$ cat src/rtl/ervp_index2onehot_stream.sv
// ---------------------------------------------------------------------------
// ervp_index2onehot_stream
//
// Streaming, registered index-to-onehot decoder. Each accepted input beat
// carries an index that is decoded into a NUM_DATA-wide onehot vector. With
// ACCUM_EN=0 every beat produces one output word. With ACCUM_EN=1 beats are
// ORed into an accumulator until a beat flagged in_last closes the word, so
// the output becomes a multi-hot mask. Each output word also reports how many
// beats were merged into it (saturating) and whether any of those beats
// carried an out-of-range index.
//
// Ports
//   clk         clock, all state updates on the rising edge
//   rstnn       asynchronous active-low reset
//   clear       synchronous flush of accumulator and output, highest priority
//   in_valid    input beat valid
//   in_ready    input beat accepted when in_valid && in_ready
//   in_index    index to decode (full width compared, never truncated)
//   in_last     closes the current word (ignored when ACCUM_EN=0)
//   out_valid   output word valid
//   out_ready   consumer ready
//   out_onehot  decoded onehot / multi-hot vector
//   out_count   number of beats merged into the word, saturating
//   out_error   at least one merged beat had an index >= NUM_DATA
//   busy        accumulator non-empty or out_valid asserted
// ---------------------------------------------------------------------------
module ervp_index2onehot_stream #(
    parameter int NUM_DATA = 8,
    parameter int BW_INDEX = 8,
    parameter int ACCUM_EN = 0,
    parameter int BW_COUNT = 4
) (
    input  logic                clk,
    input  logic                rstnn,
    input  logic                clear,
    input  logic                in_valid,
    output logic                in_ready,
    input  logic [BW_INDEX-1:0] in_index,
    input  logic                in_last,
    output logic                out_valid,
    input  logic                out_ready,
    output logic [NUM_DATA-1:0] out_onehot,
    output logic [BW_COUNT-1:0] out_count,
    output logic                out_error,
    output logic                busy
);

    // Accumulator FSM encoding
    localparam logic [0:0] ACC_EMPTY   = 1'b0;
    localparam logic [0:0] ACC_PARTIAL = 1'b1;

    // Index comparisons are done at a width that can hold both the full index
    // and any bit position, so large indices never alias onto valid bits.
    localparam int BW_CMP = (BW_INDEX > 32) ? BW_INDEX : 32;
    localparam logic [BW_CMP-1:0] NUM_DATA_CMP = BW_CMP'(NUM_DATA);

    localparam logic [BW_COUNT-1:0] CNT_ZERO = {BW_COUNT{1'b0}};
    localparam logic [BW_COUNT-1:0] CNT_MAX  = {BW_COUNT{1'b1}};
    localparam logic [BW_COUNT-1:0] CNT_ONE  = BW_COUNT'(1);
    localparam logic [NUM_DATA-1:0] VEC_ZERO = {NUM_DATA{1'b0}};

    localparam logic ACCUM_ON = (ACCUM_EN != 0);

    // -----------------------------------------------------------------------
    // Helper functions
    // -----------------------------------------------------------------------

    // Full-width compare of the index against every bit position. A single
    // output bit has only one possible meaning, so it is always set.
    function automatic logic [NUM_DATA-1:0] decode_index(input logic [BW_INDEX-1:0] idx);
        logic [BW_CMP-1:0]   idx_ext;
        logic [NUM_DATA-1:0] vec;
        idx_ext = BW_CMP'(idx);
        vec     = VEC_ZERO;
        if (NUM_DATA == 1) begin
            vec = {NUM_DATA{1'b1}};
        end else begin
            for (int i = 0; i < NUM_DATA; i++) begin
                vec[i] = (idx_ext == BW_CMP'(i));
            end
        end
        return vec;
    endfunction

    // Out-of-range flag; never raised for a single-bit output.
    function automatic logic index_out_of_range(input logic [BW_INDEX-1:0] idx);
        logic [BW_CMP-1:0] idx_ext;
        logic              oor;
        idx_ext = BW_CMP'(idx);
        if (NUM_DATA == 1) begin
            oor = 1'b0;
        end else begin
            oor = (idx_ext >= NUM_DATA_CMP);
        end
        return oor;
    endfunction

    // Saturating increment: clamps at all-ones instead of wrapping.
    function automatic logic [BW_COUNT-1:0] sat_inc(input logic [BW_COUNT-1:0] cnt);
        logic [BW_COUNT-1:0] res;
        if (cnt == CNT_MAX) begin
            res = CNT_MAX;
        end else begin
            res = cnt + CNT_ONE;
        end
        return res;
    endfunction

    // -----------------------------------------------------------------------
    // State
    // -----------------------------------------------------------------------
    logic [0:0]          state_r;
    logic [NUM_DATA-1:0] acc_vec_r;
    logic [BW_COUNT-1:0] acc_cnt_r;
    logic                acc_err_r;
    logic                out_valid_r;
    logic [NUM_DATA-1:0] out_vec_r;
    logic [BW_COUNT-1:0] out_cnt_r;
    logic                out_err_r;
    logic                busy_r;

    logic [0:0]          state_nxt_s;
    logic [NUM_DATA-1:0] acc_vec_nxt_s;
    logic [BW_COUNT-1:0] acc_cnt_nxt_s;
    logic                acc_err_nxt_s;
    logic                out_valid_nxt_s;
    logic [NUM_DATA-1:0] out_vec_nxt_s;
    logic [BW_COUNT-1:0] out_cnt_nxt_s;
    logic                out_err_nxt_s;
    logic                busy_nxt_s;

    logic                in_ready_s;
    logic                accept_s;
    logic                eff_last_s;
    logic [NUM_DATA-1:0] dec_vec_s;
    logic                dec_err_s;
    logic [NUM_DATA-1:0] merged_vec_s;
    logic [BW_COUNT-1:0] merged_cnt_s;
    logic                merged_err_s;

    // Handshake, decode and merge of the current beat with the accumulator
    always_comb begin
        // A new beat may enter whenever the output slot is free or being
        // drained this cycle; clear blocks acceptance for its cycle.
        in_ready_s   = !clear && (!out_valid_r || out_ready);
        accept_s     = in_valid && in_ready_s;
        eff_last_s   = ACCUM_ON ? in_last : 1'b1;
        dec_vec_s    = decode_index(in_index);
        dec_err_s    = index_out_of_range(in_index);
        // In ACC_EMPTY the accumulator is all zero, so the same merge serves
        // both the first beat of a word and any later one.
        merged_vec_s = acc_vec_r | dec_vec_s;
        merged_cnt_s = sat_inc(acc_cnt_r);
        merged_err_s = acc_err_r | dec_err_s;
    end

    // Next-state computation for FSM, accumulator and output register
    always_comb begin
        state_nxt_s     = state_r;
        acc_vec_nxt_s   = acc_vec_r;
        acc_cnt_nxt_s   = acc_cnt_r;
        acc_err_nxt_s   = acc_err_r;
        out_valid_nxt_s = out_valid_r;
        out_vec_nxt_s   = out_vec_r;
        out_cnt_nxt_s   = out_cnt_r;
        out_err_nxt_s   = out_err_r;

        if (clear) begin
            state_nxt_s     = ACC_EMPTY;
            acc_vec_nxt_s   = VEC_ZERO;
            acc_cnt_nxt_s   = CNT_ZERO;
            acc_err_nxt_s   = 1'b0;
            out_valid_nxt_s = 1'b0;
            out_vec_nxt_s   = VEC_ZERO;
            out_cnt_nxt_s   = CNT_ZERO;
            out_err_nxt_s   = 1'b0;
        end else begin
            // Drain the output slot on a completed transfer; a last beat
            // accepted in the same cycle refills it below without a bubble.
            if (out_valid_r && out_ready) begin
                out_valid_nxt_s = 1'b0;
            end else begin
                out_valid_nxt_s = out_valid_r;
            end

            if (accept_s && eff_last_s) begin
                out_valid_nxt_s = 1'b1;
                out_vec_nxt_s   = merged_vec_s;
                out_cnt_nxt_s   = merged_cnt_s;
                out_err_nxt_s   = merged_err_s;
                acc_vec_nxt_s   = VEC_ZERO;
                acc_cnt_nxt_s   = CNT_ZERO;
                acc_err_nxt_s   = 1'b0;
            end else if (accept_s) begin
                acc_vec_nxt_s   = merged_vec_s;
                acc_cnt_nxt_s   = merged_cnt_s;
                acc_err_nxt_s   = merged_err_s;
            end else begin
                acc_vec_nxt_s   = acc_vec_r;
                acc_cnt_nxt_s   = acc_cnt_r;
                acc_err_nxt_s   = acc_err_r;
            end

            case (state_r)
                ACC_EMPTY: begin
                    if (accept_s && !eff_last_s) begin
                        state_nxt_s = ACC_PARTIAL;
                    end else begin
                        state_nxt_s = ACC_EMPTY;
                    end
                end
                ACC_PARTIAL: begin
                    if (accept_s && eff_last_s) begin
                        state_nxt_s = ACC_EMPTY;
                    end else begin
                        state_nxt_s = ACC_PARTIAL;
                    end
                end
                default: begin
                    state_nxt_s = ACC_EMPTY;
                end
            endcase
        end

        // busy is registered from the next state so it tracks the flops exactly
        busy_nxt_s = (state_nxt_s == ACC_PARTIAL) || out_valid_nxt_s;
    end

    // State registers; reset discards any partial or pending word at once
    always_ff @(posedge clk or negedge rstnn) begin
        if (!rstnn) begin
            state_r     <= ACC_EMPTY;
            acc_vec_r   <= VEC_ZERO;
            acc_cnt_r   <= CNT_ZERO;
            acc_err_r   <= 1'b0;
            out_valid_r <= 1'b0;
            out_vec_r   <= VEC_ZERO;
            out_cnt_r   <= CNT_ZERO;
            out_err_r   <= 1'b0;
            busy_r      <= 1'b0;
        end else begin
            state_r     <= state_nxt_s;
            acc_vec_r   <= acc_vec_nxt_s;
            acc_cnt_r   <= acc_cnt_nxt_s;
            acc_err_r   <= acc_err_nxt_s;
            out_valid_r <= out_valid_nxt_s;
            out_vec_r   <= out_vec_nxt_s;
            out_cnt_r   <= out_cnt_nxt_s;
            out_err_r   <= out_err_nxt_s;
            busy_r      <= busy_nxt_s;
        end
    end

    assign in_ready   = in_ready_s;
    assign out_valid  = out_valid_r;
    assign out_onehot = out_vec_r;
    assign out_count  = out_cnt_r;
    assign out_error  = out_err_r;
    assign busy       = busy_r;

endmodule

$ cat config.mk
export PLATFORM = sky130hd
export DESIGN_NAME = ervp_index2onehot_stream
export DESIGN_NICKNAME = d
export VERILOG_FILES = /design/src/rtl/ervp_index2onehot_stream.sv
export SDC_FILE = /design/constraint.sdc
export NUM_CORES = 1
export LEC_CHECK = 0
export BUFFER_PORTS_ARGS = -buffer_cell sky130_fd_sc_hd__buf_2
export CAP_MARGIN = 0
export CORE_MARGIN = 1.5
export CORE_UTILIZATION = 30
export DETAILED_ROUTE_END_ITERATION = 6
export PLACE_DENSITY_LB_ADDON = 0.12
export SLEW_MARGIN = 5
export SYNTH_ARGS = -nofsm -noshare
export SYNTH_HDL_FRONTEND = slang
export SYNTH_SLANG_ARGS = --single-unit
$ cat constraint.sdc
create_clock -name clk -period 1.2 [get_ports clk]
set_input_delay 0.12 -clock clk [delete_from_list [all_inputs] [get_ports clk]]
set_output_delay 0.12 -clock clk [all_outputs]
set_load 0.02 [all_outputs]
### Yosys cells after proc, flatten, opt, wreduce, memory -nomap -nowiden

Index checks and enable logic that the tools add are counted.
Widths: inputs -> output; s select.

| storage, ports and cells | value |
|---|---|
| input bits | 14 |
| logic and storage cells | 50 |
| output and inout port bits | 16 |
| bits in registers | 29 |

| operators by class | value |
|---|---|
| bitwise gates (word level) | 3 |
| order comparisons | 1 |
| $add $sub $neg | 1 |
| reduce and logical (&&, ||, !) cells | 9 |
| muxes and demuxes | 19 |
| eq/ne operators | 8 |

Operators by type and width:

| cell | count |
|---|---|
| $eq 8x3->1 const B | 4 |
| $mux 8 | 4 |
| $mux 4 | 5 |
| $eq 8x2->1 const B | 2 |
| $mux 1 | 9 |
| $eq 8x1->1 const B | 1 |
| $ge 8x4->1 const B | 1 |
| $logic_not 8->1 | 1 |
| $or 8x8->8 | 1 |
| $add 4x1->4 const B | 1 |
| $eq 4x4->1 const B | 1 |
| $logic_and 1x1->1 | 3 |
| $logic_not 1->1 | 2 |
| $logic_or 1x1->1 | 2 |
| $pmux 1 s2 | 1 |
| $reduce_bool 2->1 | 1 |
| $not 1->1 | 1 |
| $or 1x1->1 | 1 |

### Depth between registers and ports, before layout

Gate-level depths: netlist of run 1.

| logic depth | value |
|---|---|
| depth after elaboration | 8 |
| gate-level depth with buffers | 3 |
| mapped depth without buffers | 3 |

### Worst setup path before layout of run 1

No wires, ideal clock.

| timing | value |
|---|---|
| path type | register to register |
| from | register out_valid_r, in the netlist out_valid |
| to | register out_vec_r[1], in the netlist out_onehot[1] |
| required time | 1,132 ps |
| slack | -167 ps |
| clock period less this slack | 1,367 ps |
| cell stages (with the launch flop) | 4 |
| setup time | 68 ps |
| path buffers | 0 |
| data arrival time | 1,299 ps |
| cell sequence | dfrtp_1 nor2b_1 nor4_1 a32o_1 |

| on the way | value |
|---|---|
| longest elaborated chain between the ends | 5 |

Ends and longest elaborated chain:

| element | line | text |
|---|---|---|
| start: declaration | 116 | `logic out_valid_r;` |
| start signal: assignment | 246 | `out_valid_r <= out_valid_nxt_s;` |
| $logic_not 1->1 | 145 | `in_ready_s = !clear && (!out_valid_r \|\| out_ready);` |
| $logic_or 1x1->1 | 145 |  |
| $logic_and 1x1->1 | 145 |  |
| $logic_and 1x1->1 | 146 | `accept_s = in_valid && in_ready_s;` |
| $reduce_bool 2->1 (no source line) | n/a |  |
| end signal: assignment | 247 | `out_vec_r <= out_vec_nxt_s;` |
| end: declaration | 117 | `logic [NUM_DATA-1:0] out_vec_r;` |

No other way between the ends.
A chain may end at the register's enable or synchronous reset.

### Final worst setup path of run 1

Same ends and word-level chain as after synthesis.

==> results of run 1 <==
## per-layer routing
layer  share of wire, %  up-vias
li1                   -      243
met1                 49      230
met2                 45       17
met3                4.5        2
met4               0.90        0
met5                  0        -
## cells by family after synthesis
group / Yosys count / synth area share, %
AO/OA/AOI/OAI: 11 / 16.4
other: 1 / 0.657
buffers and inverters: 4 / 4.82
flip-flops: 13 / 57.0
AND/OR/NAND/NOR: 20 / 21.1
## state kept, by name (all words and copies together), names as in the netlist
| register | flops |
|---|---|
| out_onehot | 8 |
| busy | 1 |
| out_count | 1 |
| out_error | 1 |
| out_valid | 1 |
| state_r | 1 |
## how the worst max path moves through the flow
stage / from / end / slack (ns) / cells after the start
after floorplan: out_valid$_DFF_PN0_ / out_onehot[5]$_DFFE_PN0P_ / 0.01 / 3
after global placement: in_index[4] / out_onehot[6]$_DFFE_PN0P_ / -0.03 / 4
after detailed placement: in_index[4] / out_onehot[4]$_DFFE_PN0P_ / -0.06 / 4
after CTS: out_valid$_DFF_PN0_ / in_ready / -0.04 / 4
after global routing: out_valid$_DFF_PN0_ / in_ready / -0.12 / 4
final: out_valid$_DFF_PN0_ / out_onehot[1]$_DFFE_PN0P_ / -0.04 / 4
## cell usage after synthesis
library cell,instances
dfrtp_1,13
nor3_1,4
clkbuf_2,1
buf_4,3
nor3b_2,1
a22o_2,2
and2_1,1
a21oi_2,1
a22o_1,4
nor4b_2,1
nor4_1,1
nand2_1,1
nor2b_1,1
or4_4,1
a21oi_1,2
nor2_1,7
conb_1,1
nand2b_1,2
a32o_1,2
## metrics by stage
step / util, % / hold slack (ns) / cells / total power (W)
final: 48.9 / 0.182 / 108 / 0.000871
after global routing: 48.9 / 0.173 / 108 / 0.000931
after CTS: 47.4 / 0.165 / 108 / 0.000880
after detailed placement: 43.1 / 0.0245 / 100 / 0.000589
after global placement: 43.1 / 0.0263 / 100 / 0.000589
after floorplan: - / -0.176 / 51 / 0.000535
## power groups by stage
| stage | sequential, W | clock [W] | combinational [W] |
|---|---|---|---|
| global placement | 0.000460 | 0 | 0.000129 |
| floorplan | 0.000473 | 0 | 0.0000621 |
| finish | 0.000451 | 0.000265 | 0.000155 |
| detailed placement | 0.000460 | 0 | 0.000128 |
| CTS | 0.000451 | 0.000283 | 0.000146 |
| global route | 0.000453 | 0.000311 | 0.000167 |
## worst max-delay path, cell delays in order (launching register included)
cell     delay [ns]
dfrtp_1        0.38
nor2b_4        0.15
buf_4          0.13
nor4_4         0.32
a32o_1         0.21
## area by class of cell
type / instances / area [um^2]
Fill cell: 187 / 901
Timing Repair Buffer: 32 / 190
Tap cell: 25 / 31.3
Multi-Input combinational cell: 34 / 290
Clock buffer: 4 / 26.3
Sequential cell: 13 / 325
## repair_timing
item	CTS	global route
pin swaps	0	5
endpoints found under the hold margin	13	0
buffers inserted	3	1
gates cloned	0	0
resized for setup	5	4
endpoints found under the setup margin	2	10
hold buffers	1	0
==> impl_metrics.csv, run 1 <==
group,metric,value,unit
status,status,"finished with violations",
status,violations,"negative setup slack",
synth,ys_ff_latch,13,
worst_setup_path,r2r_cells,4,
timing,rsz0062_at_grt,"true",
drt,vias_per_cell,4.56,
placed_design,port_buffers,25,
worst_setup_path,start_kind,"flip-flop",
finish,final_area,863,um^2
power_and_ir_drop,clkPwrFrac,30.4,%
drt,drt_iter0_markers,8,
placed_design,dpl.hpwl,898,um
placed_design,gp_congestion,0.692,
worst_setup_path,rr_startpoint,"out_valid$_DFF_PN0_",
min_path,whs_endpoint,"out_onehot[1]$_DFFE_PN0P_",
finish,layout_common_cells,"buf_2, dfrtp_1, nor2_1",
timing,final_hold_viol_count,0,
clock_tree,clk-insertion-delay-late,0.27,ns
clock_tree,root_buffer,"clkbuf_4",
floorplan,fp.coreArea,1760,um^2
clock_tree,numCtsBuffers,3,
finish,layout_commonest_cell,"buf_2",
timing,fin_tns_setup,-0.105,ns
worst_setup_path,endpoint_kind,"flip-flop",
power_and_ir_drop,cellLeakagePower,0.437,nW
worst_setup_path,rrSetupSlack,-0.04,ns
synth,synth_area,571,um^2
worst_setup_path,r2r-end,"out_onehot[1]$_DFFE_PN0P_",
power_and_ir_drop,p_seq_share,51.8,%
min_path,hp-start,"in_index[0]",
floorplan,start_util,32.3,%
clock_tree,cts_max_level,1,
global_routing,grt_pass1_vias,497,
power_and_ir_drop,power_frac_comb,17.8,%
synth,synth_top_area_share,57.0,%
worst_setup_path,path_class,"reg -> reg",
drt,totalWireLength,1.33,mm
drt,wl_per_cell,12.3,um
clock_tree,cts_tree,"yes",
timing,final-max-slew-violation-count,0,
global_routing,use_met1,18.2,%
synth,post-synth-top-area-cell,"dfrtp_1",
timing,min_period,1.24,ns
global_routing,use_met2,22.8,%
timing,setup_viol,5,
power_and_ir_drop,powerDensity,1010,nW/um^2
clock_tree,cts.clk_slew.worst_paths,0.08,ns
drt,num_vias,492,
power_and_ir_drop,swShare,26.5,%
worst_setup_path,worstPathRequired,1.41,ns
drt,drtPass1Iterations,4,
finish,syn_to_final_growth,51.3,%
floorplan,dieArea,2170,um^2
placed_design,post-place-ws,-0.0596,ns
min_path,hp-class,"in -> reg",
power_and_ir_drop,worst_ir_drop_vdd,0.000505,V
synth,synth.distinct_cells,19,
floorplan,die_x,46.6,um
synth,seq_area_frac_synth,57.0,%
finish,layout-drive-gt1-share,54.2,%
global_routing,gr-max-usage-layer,"met2",
floorplan,ios,30,
finish,nets,98,
global_routing,gr-usage-all-layers,14.8,%
synth,synth.area.top_cells,"dfrtp_1, a22o_1, nor2_1, buf_4, a22o_2",
timing,post-route-period-util,104,%
synth,ys_warn_count,0,
synth,syn_inst,49,
placed_design,place_area,761,um^2
floorplan,die_h,46.6,um
global_routing,use_met3,3.53,%
global_routing,grt_overflow_total,0,
clock_tree,cts_sinks,13,
worst_setup_path,worstPathArrival,1.45,ns
power_and_ir_drop,power.switching,0.000231,W
worst_setup_path,cp_max_fo,4,
global_routing,antenna_found_initial,0,
clock_tree,cts_buffer_depth,2,
floorplan,num_rows,15,
synth,avgSynthCellArea,11.6,um^2
finish,n_antenna_cell,0,
min_path,hold_depth,2,
timing,finClkSkew,0.00172,ns
drt,drc,0,
global_routing,grt_max_degree,14,
job,cap_viol_max_count,0,
timing,max_freq,0.804,GHz
power_and_ir_drop,p_int,0.000640,W
global_routing,grt_pass1_wl,2.17,mm
drt,ant_nets,0,
timing,fin_ws,-0.0440,ns
Power figures use the tool's default switching activity.
==> inputs of run 2 (changes only) <==
--- a/config.mk
+++ b/config.mk
@@ -7,9 +7,9 @@
 export LEC_CHECK = 0
 export BUFFER_PORTS_ARGS = -buffer_cell sky130_fd_sc_hd__buf_2
 export CAP_MARGIN = 0
-export CORE_MARGIN = 1.5
 export CORE_UTILIZATION = 30
 export DETAILED_ROUTE_END_ITERATION = 6
+export MAX_ROUTING_LAYER = met4
 export PLACE_DENSITY_LB_ADDON = 0.12
 export SLEW_MARGIN = 5
 export SYNTH_ARGS = -nofsm -noshare
==> impl_metrics.csv, run 2 (synthesized netlist as in run 1, its figures left out) <==
group,metric,value,unit
floorplan,die_h,45.6,um
timing,post-route-period-util,103,%
finish,layout_commonest_cell,"buf_2",
finish,stdcell_count,108,
global_routing,use_met2,18.3,%
power_and_ir_drop,worst_ir_drop_vdd,0.000596,V
status,violations,"negative setup slack",
worst_setup_path,worstPathArrival,1.11,ns
placed_design,place_area,761,um^2
timing,max_freq,0.813,GHz
clock_tree,cts_tree,"yes",
floorplan,start_util,32.7,%
finish,ff_latch_area,325,um^2
drt,drtPass1Iterations,3,
worst_setup_path,cp_max_fo,4,
finish,layout_common_cells,"buf_2, dfrtp_1, nor2_1",
worst_setup_path,crit_top_cell,"buf_6",
floorplan,die_x,45.6,um
drt,drc,0,
placed_design,post-place-ws,-0.0613,ns
placed_design,dpl.hpwl,938,um
timing,final-max-slew-violation-count,0,
drt,ant_nets,0,
drt,vias_per_cell,4.62,
floorplan,ios,30,
timing,rsz0062_at_grt,"true",
min_path,hp-class,"in -> reg",
status,status,"finished with violations",
power_and_ir_drop,cellLeakagePower,0.435,nW
finish,final.fill_count,185,
worst_setup_path,slowest_delay,0.35,ns
placed_design,gp_congestion,0.711,
clock_tree,cts_buffer_depth,2,
finish,n_antenna_cell,0,
power_and_ir_drop,total_power,0.000860,W
clock_tree,clk-insertion-delay-late,0.26,ns
drt,totalWireLength,1.24,mm
drt,num_vias,499,
worst_setup_path,endpoint_kind,"output port",
finish,syn_to_final_growth,49.3,%
timing,min_period,1.23,ns
worst_setup_path,cp_top_family,"flip-flops",
global_routing,use_met1,19.1,%
finish,nets,98,
placed_design,port_buffers,25,
floorplan,dieArea,2080,um^2
worst_setup_path,path_class,"reg -> out",
global_routing,grt_max_degree,14,
floorplan,fp.coreArea,1750,um^2
clock_tree,root_buffer,"clkbuf_4",
worst_setup_path,worstPathRequired,1.08,ns
timing,finClkSkew,0.00307,ns
finish,multiInputGateArea,272,um^2
placed_design,placed_cells,100,
worst_setup_path,start_kind,"flip-flop",
finish,final_core_util,48.8,%
global_routing,grt_pass1_wl,1.88,mm
drt,drt_iter0_markers,3,
clock_tree,cts_max_level,1,
finish,final_area,852,um^2
global_routing,use_met3,2.38,%
finish,largest_reg_flops,8,
clock_tree,numCtsBuffers,3,
floorplan,num_rows,15,
global_routing,grt_overflow_total,0,
drt,wl_per_cell,11.5,um
clock_tree,cts.clk_slew.worst_paths,0.08,ns
global_routing,gr-usage-all-layers,13.3,%
clock_tree,cts_sinks,13,
global_routing,antenna_found_initial,0,
power_and_ir_drop,powerDensity,1010,nW/um^2
worst_setup_path,worstPathCellList,"nor2b_4, buf_6, nor2_4, buf_6",
finish,layout-drive-gt1-share,53.0,%
worst_setup_path,crit_path_top_delay_cell,"dfrtp_1",
timing,fin_ws,-0.0300,ns
global_routing,gr-max-usage-layer,"met1",
timing,setup_viol,2,
worst_setup_path,worst-path-buf-inv,2,
timing,final_hold_viol_count,0,
global_routing,grt_pass1_vias,446,
job,cap_viol_max_count,0,
-- run 2: cell types whose count changed in the layout (fill, tap and decap cells not counted) --
cell | before | now
a21oi_2 | 0 | 1
a21oi_4 | 1 | 0
buf_4 | 5 | 3
buf_6 | 2 | 4
nor3_1 | 3 | 4
nor3_4 | 1 | 0
-- run 2: final timing paths --
kind | cells after the start | startpoint | end | slack (ns)
worst min-delay path | 3 | in_valid | out_valid$_DFF_PN0_ | 0.16
worst max register to register | 4 | out_valid$_DFF_PN0_ | out_onehot[5]$_DFFE_PN0P_ | 0
max in group asynchronous | 2 | rstnn | out_onehot[0]$_DFFE_PN0P_ | 0.71
min in group asynchronous | 2 | rstnn | out_error$_DFFE_PN0P_ | 0.27
worst max-delay path | 4 | out_valid$_DFF_PN0_ | in_ready | -0.03
worst min register to register | 1 | out_onehot[1]$_DFFE_PN0P_ | out_onehot[1]$_DFFE_PN0P_ | 0.49
-- run 2: metal layers --
| layer | vias to the layer above | wire, um | share of wire (%) |
|---|---|---|---|
| li1 | 241 | - | - |
| met2 | 21 | 569 | 46 |
| met1 | 237 | 588 | 47 |
| met4 | 0 | 0 | 0 |
| met3 | 0 | 81 | 6.5 |
| met5 | - | 0 | 0 |
-- run 2: power by group --
part           total (W)  internal (W)  switching [W]
logic           0.000151     0.0000640      0.0000874
registers       0.000451      0.000447     0.00000377
clock network   0.000258      0.000128       0.000129
total           0.000860      0.000640       0.000220
-- run 2: worst reg2reg max path: stages (launching register included) --
cell	delay [ns]
dfrtp_1	0.38
nor2b_4	0.14
buf_6	0.11
nor4b_4	0.30
a32o_1	0.21
-- run 2: cell type report --
class	instances	share of cell area [%]
well taps	25	3.67
clock buffers	4	3.08
multi-input cells	34	31.9
flip-flops and latches	13	38.2
repair buffers	32	23.2
-- run 2: stage by stage --
step / TNS [ns] / hold WS, ns
finish: -0.0321 / 0.164
detailed placement: -0.189 / 0.0256
CTS: -0.287 / 0.166
global placement: -0.188 / 0.0248
global route: -0.379 / 0.174
floorplan: 0 / -0.176
-- run 2: what timing repair did --
item | 4_1_cts | 5_1_grt
setup buffers | 3 | 0
pin swaps | 7 | 2
endpoints found under the hold margin | 13 | 0
gates resized for setup | 4 | 4
cloned | 0 | 0
endpoints found under the setup margin | 1 | 9
hold buffers | 1 | 0
==> inputs of run 3 (changes only) <==
==> constraint.sdc (replaced) <==
create_clock -name clk -period 1.2 [get_ports clk]
set_input_delay 0.06 -clock clk [delete_from_list [all_inputs] [get_ports clk]]
set_output_delay 0.06 -clock clk [all_outputs]
set_load 0.02 [all_outputs]
==> impl_metrics.csv, run 3 (synthesized netlist as in run 1, its figures left out) <==
group,metric,value,unit
status,status,"finished, final reports clean",
global_routing,use_met2,18.9,%
timing,rsz0062_at_grt,"true",
finish,syn_to_final_growth,47.6,%
worst_setup_path,crit_end,"in_ready",
floorplan,dieArea,2080,um^2
worst_setup_path,path_depth,4,
timing,setup_viol,0,
power_and_ir_drop,power.switching,0.000223,W
global_routing,grt_pass1_vias,451,
drt,totalWireLength,1.23,mm
finish,layout_common_cells,"buf_2, dfrtp_1, nor2_1",
finish,largest_reg_flops,8,
floorplan,start_util,32.7,%
worst_setup_path,path_class,"reg -> out",
worst_setup_path,rrSetupSlack,0.03,ns
min_path,hp-class,"in -> reg",
clock_tree,numCtsBuffers,3,
worst_setup_path,r2r-end,"out_onehot[2]$_DFFE_PN0P_",
timing,final-max-slew-violation-count,0,
global_routing,use_met3,2.38,%
worst_setup_path,worst-path-buf-inv,2,
placed_design,gp_congestion,0.711,
power_and_ir_drop,worst_ir_drop_vdd,0.000598,V
drt,num_vias,501,
floorplan,fp.coreArea,1750,um^2
worst_setup_path,cp_max_fo,3,
worst_setup_path,crit_path_top_delay_cell,"dfrtp_1",
placed_design,port_buffers,25,
floorplan,die_h,45.6,um
global_routing,gr-max-usage-layer,"met2",
timing,worst_hold_slack,0.104,ns
drt,ant_nets,0,
worst_setup_path,start_kind,"flip-flop",
worst_setup_path,worstPathArrival,1.13,ns
floorplan,ios,30,
global_routing,gr-usage-all-layers,13.3,%
power_and_ir_drop,p_int,0.000636,W
clock_tree,cts.clk_slew.worst_paths,0.08,ns
floorplan,num_rows,15,
drt,drc,0,
finish,n_antenna_cell,0,
finish,layout_commonest_cell,"buf_2",
finish,nets,97,
clock_tree,cts_max_level,1,
worst_setup_path,cp_top_family,"flip-flops",
global_routing,antenna_found_initial,0,
worst_setup_path,r2r_cells,5,
global_routing,grt_overflow_total,0,
timing,min_period,1.19,ns
worst_setup_path,crit_top_cell,"buf_6",
clock_tree,clk-insertion-delay-late,0.26,ns
worst_setup_path,rr_startpoint,"out_valid$_DFF_PN0_",
timing,fin_ws,0.0108,ns
power_and_ir_drop,swShare,25.9,%
global_routing,use_met1,18.5,%
global_routing,grt_max_degree,14,
power_and_ir_drop,powerDensity,1020,nW/um^2
floorplan,die_x,45.6,um
job,cap_viol_max_count,0,
finish,layout-drive-gt1-share,53.7,%
power_and_ir_drop,power_frac_comb,17.1,%
drt,vias_per_cell,4.68,
clock_tree,cts_buffer_depth,2,
placed_design,post-place-ws,-0.00126,ns
drt,drtPass1Iterations,2,
timing,final_hold_viol_count,0,
worst_setup_path,worstPathRequired,1.14,ns
worst_setup_path,endpoint_kind,"output port",
placed_design,dpl.hpwl,938,um
clock_tree,cts_sinks,13,
power_and_ir_drop,clkPwrFrac,30.3,%
power_and_ir_drop,cellLeakagePower,0.429,nW
clock_tree,cts_tree,"yes",
timing,finClkSkew,0.000335,ns
worst_setup_path,worstPathCellList,"nor2b_4, buf_6, nor2_4, buf_6",
worst_setup_path,slowest_delay,0.35,ns
power_and_ir_drop,p_seq_share,52.5,%
timing,max_freq,0.841,GHz
global_routing,grt_pass1_wl,1.88,mm
clock_tree,root_buffer,"clkbuf_4",
worst_setup_path,startpoint,"out_valid$_DFF_PN0_",
drt,wl_per_cell,11.5,um
timing,post-route-period-util,99.1,%
drt,drt_iter0_markers,5,
## run 3: cell types whose count changed in the layout (fill, tap and decap cells not counted)
cell    change
buf_6       -2
nor3_2      +1
nor3_1      -1
buf_4       +1
## run 3: worst min path at each step
stage,to,cells after the start,slack (ns),from
4_1_cts,out_onehot[5]$_DFFE_PN0P_,2,0.10,in_index[0]
5_1_grt,out_onehot[5]$_DFFE_PN0P_,2,0.11,in_index[0]
3_5_place_dp,out_count[0]$_DFFE_PN0P_,1,-0.03,rstnn
2_1_floorplan,busy$_DFF_PN0_,0,-0.24,rstnn
6_report,out_valid$_DFF_PN0_,3,0.10,in_valid
3_3_place_gp,out_count[0]$_DFFE_PN0P_,1,-0.04,rstnn
## run 3: layout make-up
type,count,area (um^2)
fillers,184,903
clock buffers,4,26.3
repair buffers,31,183
well taps,25,31.3
flip-flops and latches,13,325
multi-input cells,34,277
## run 3: per-layer routing
layer  share of wire (%)  wire length [um]  vias up
li1                    -                 -      243
met3                 6.0                74        0
met2                  45               561       21
met1                  48               597      237
met5                   0                 0        -
met4                   0                 0        0
## run 3: repair_timing
action	in CTS	in global routing
setup buffers	2	0
pin swaps	0	1
gates resized for setup	5	2
endpoints found under the hold margin	13	0
hold buffers	1	0
setup endpoints to repair	1	3
## run 3: stage by stage
stage / cells / area (um^2) / power [W] / util, % / TNS (ns)
global route: 107 / 842 / 0.000902 / 48.2 / -0.0559
floorplan: 51 / 609 / 0.000535 / - / 0
CTS: 107 / 832 / 0.000869 / 47.7 / -0.00482
detailed placement: 100 / 761 / 0.000589 / 43.6 / -0.00126
finish: 107 / 842 / 0.000858 / 48.2 / 0
global placement: 100 / 761 / 0.000589 / 43.6 / 0
## run 3: power groups by stage
stage	clock network [W]	logic, W	registers (W)
finish	0.000260	0.000147	0.000451
global route	0.000289	0.000161	0.000452
CTS	0.000273	0.000146	0.000451
detailed placement	0	0.000128	0.000460
global placement	0	0.000129	0.000460
floorplan	0	0.0000621	0.000473
## run 3: worst min-delay path, cell delays in order
cell and delay (ns):
buf_2 0.14, nor2_1 0.06, nor2_1 0.07
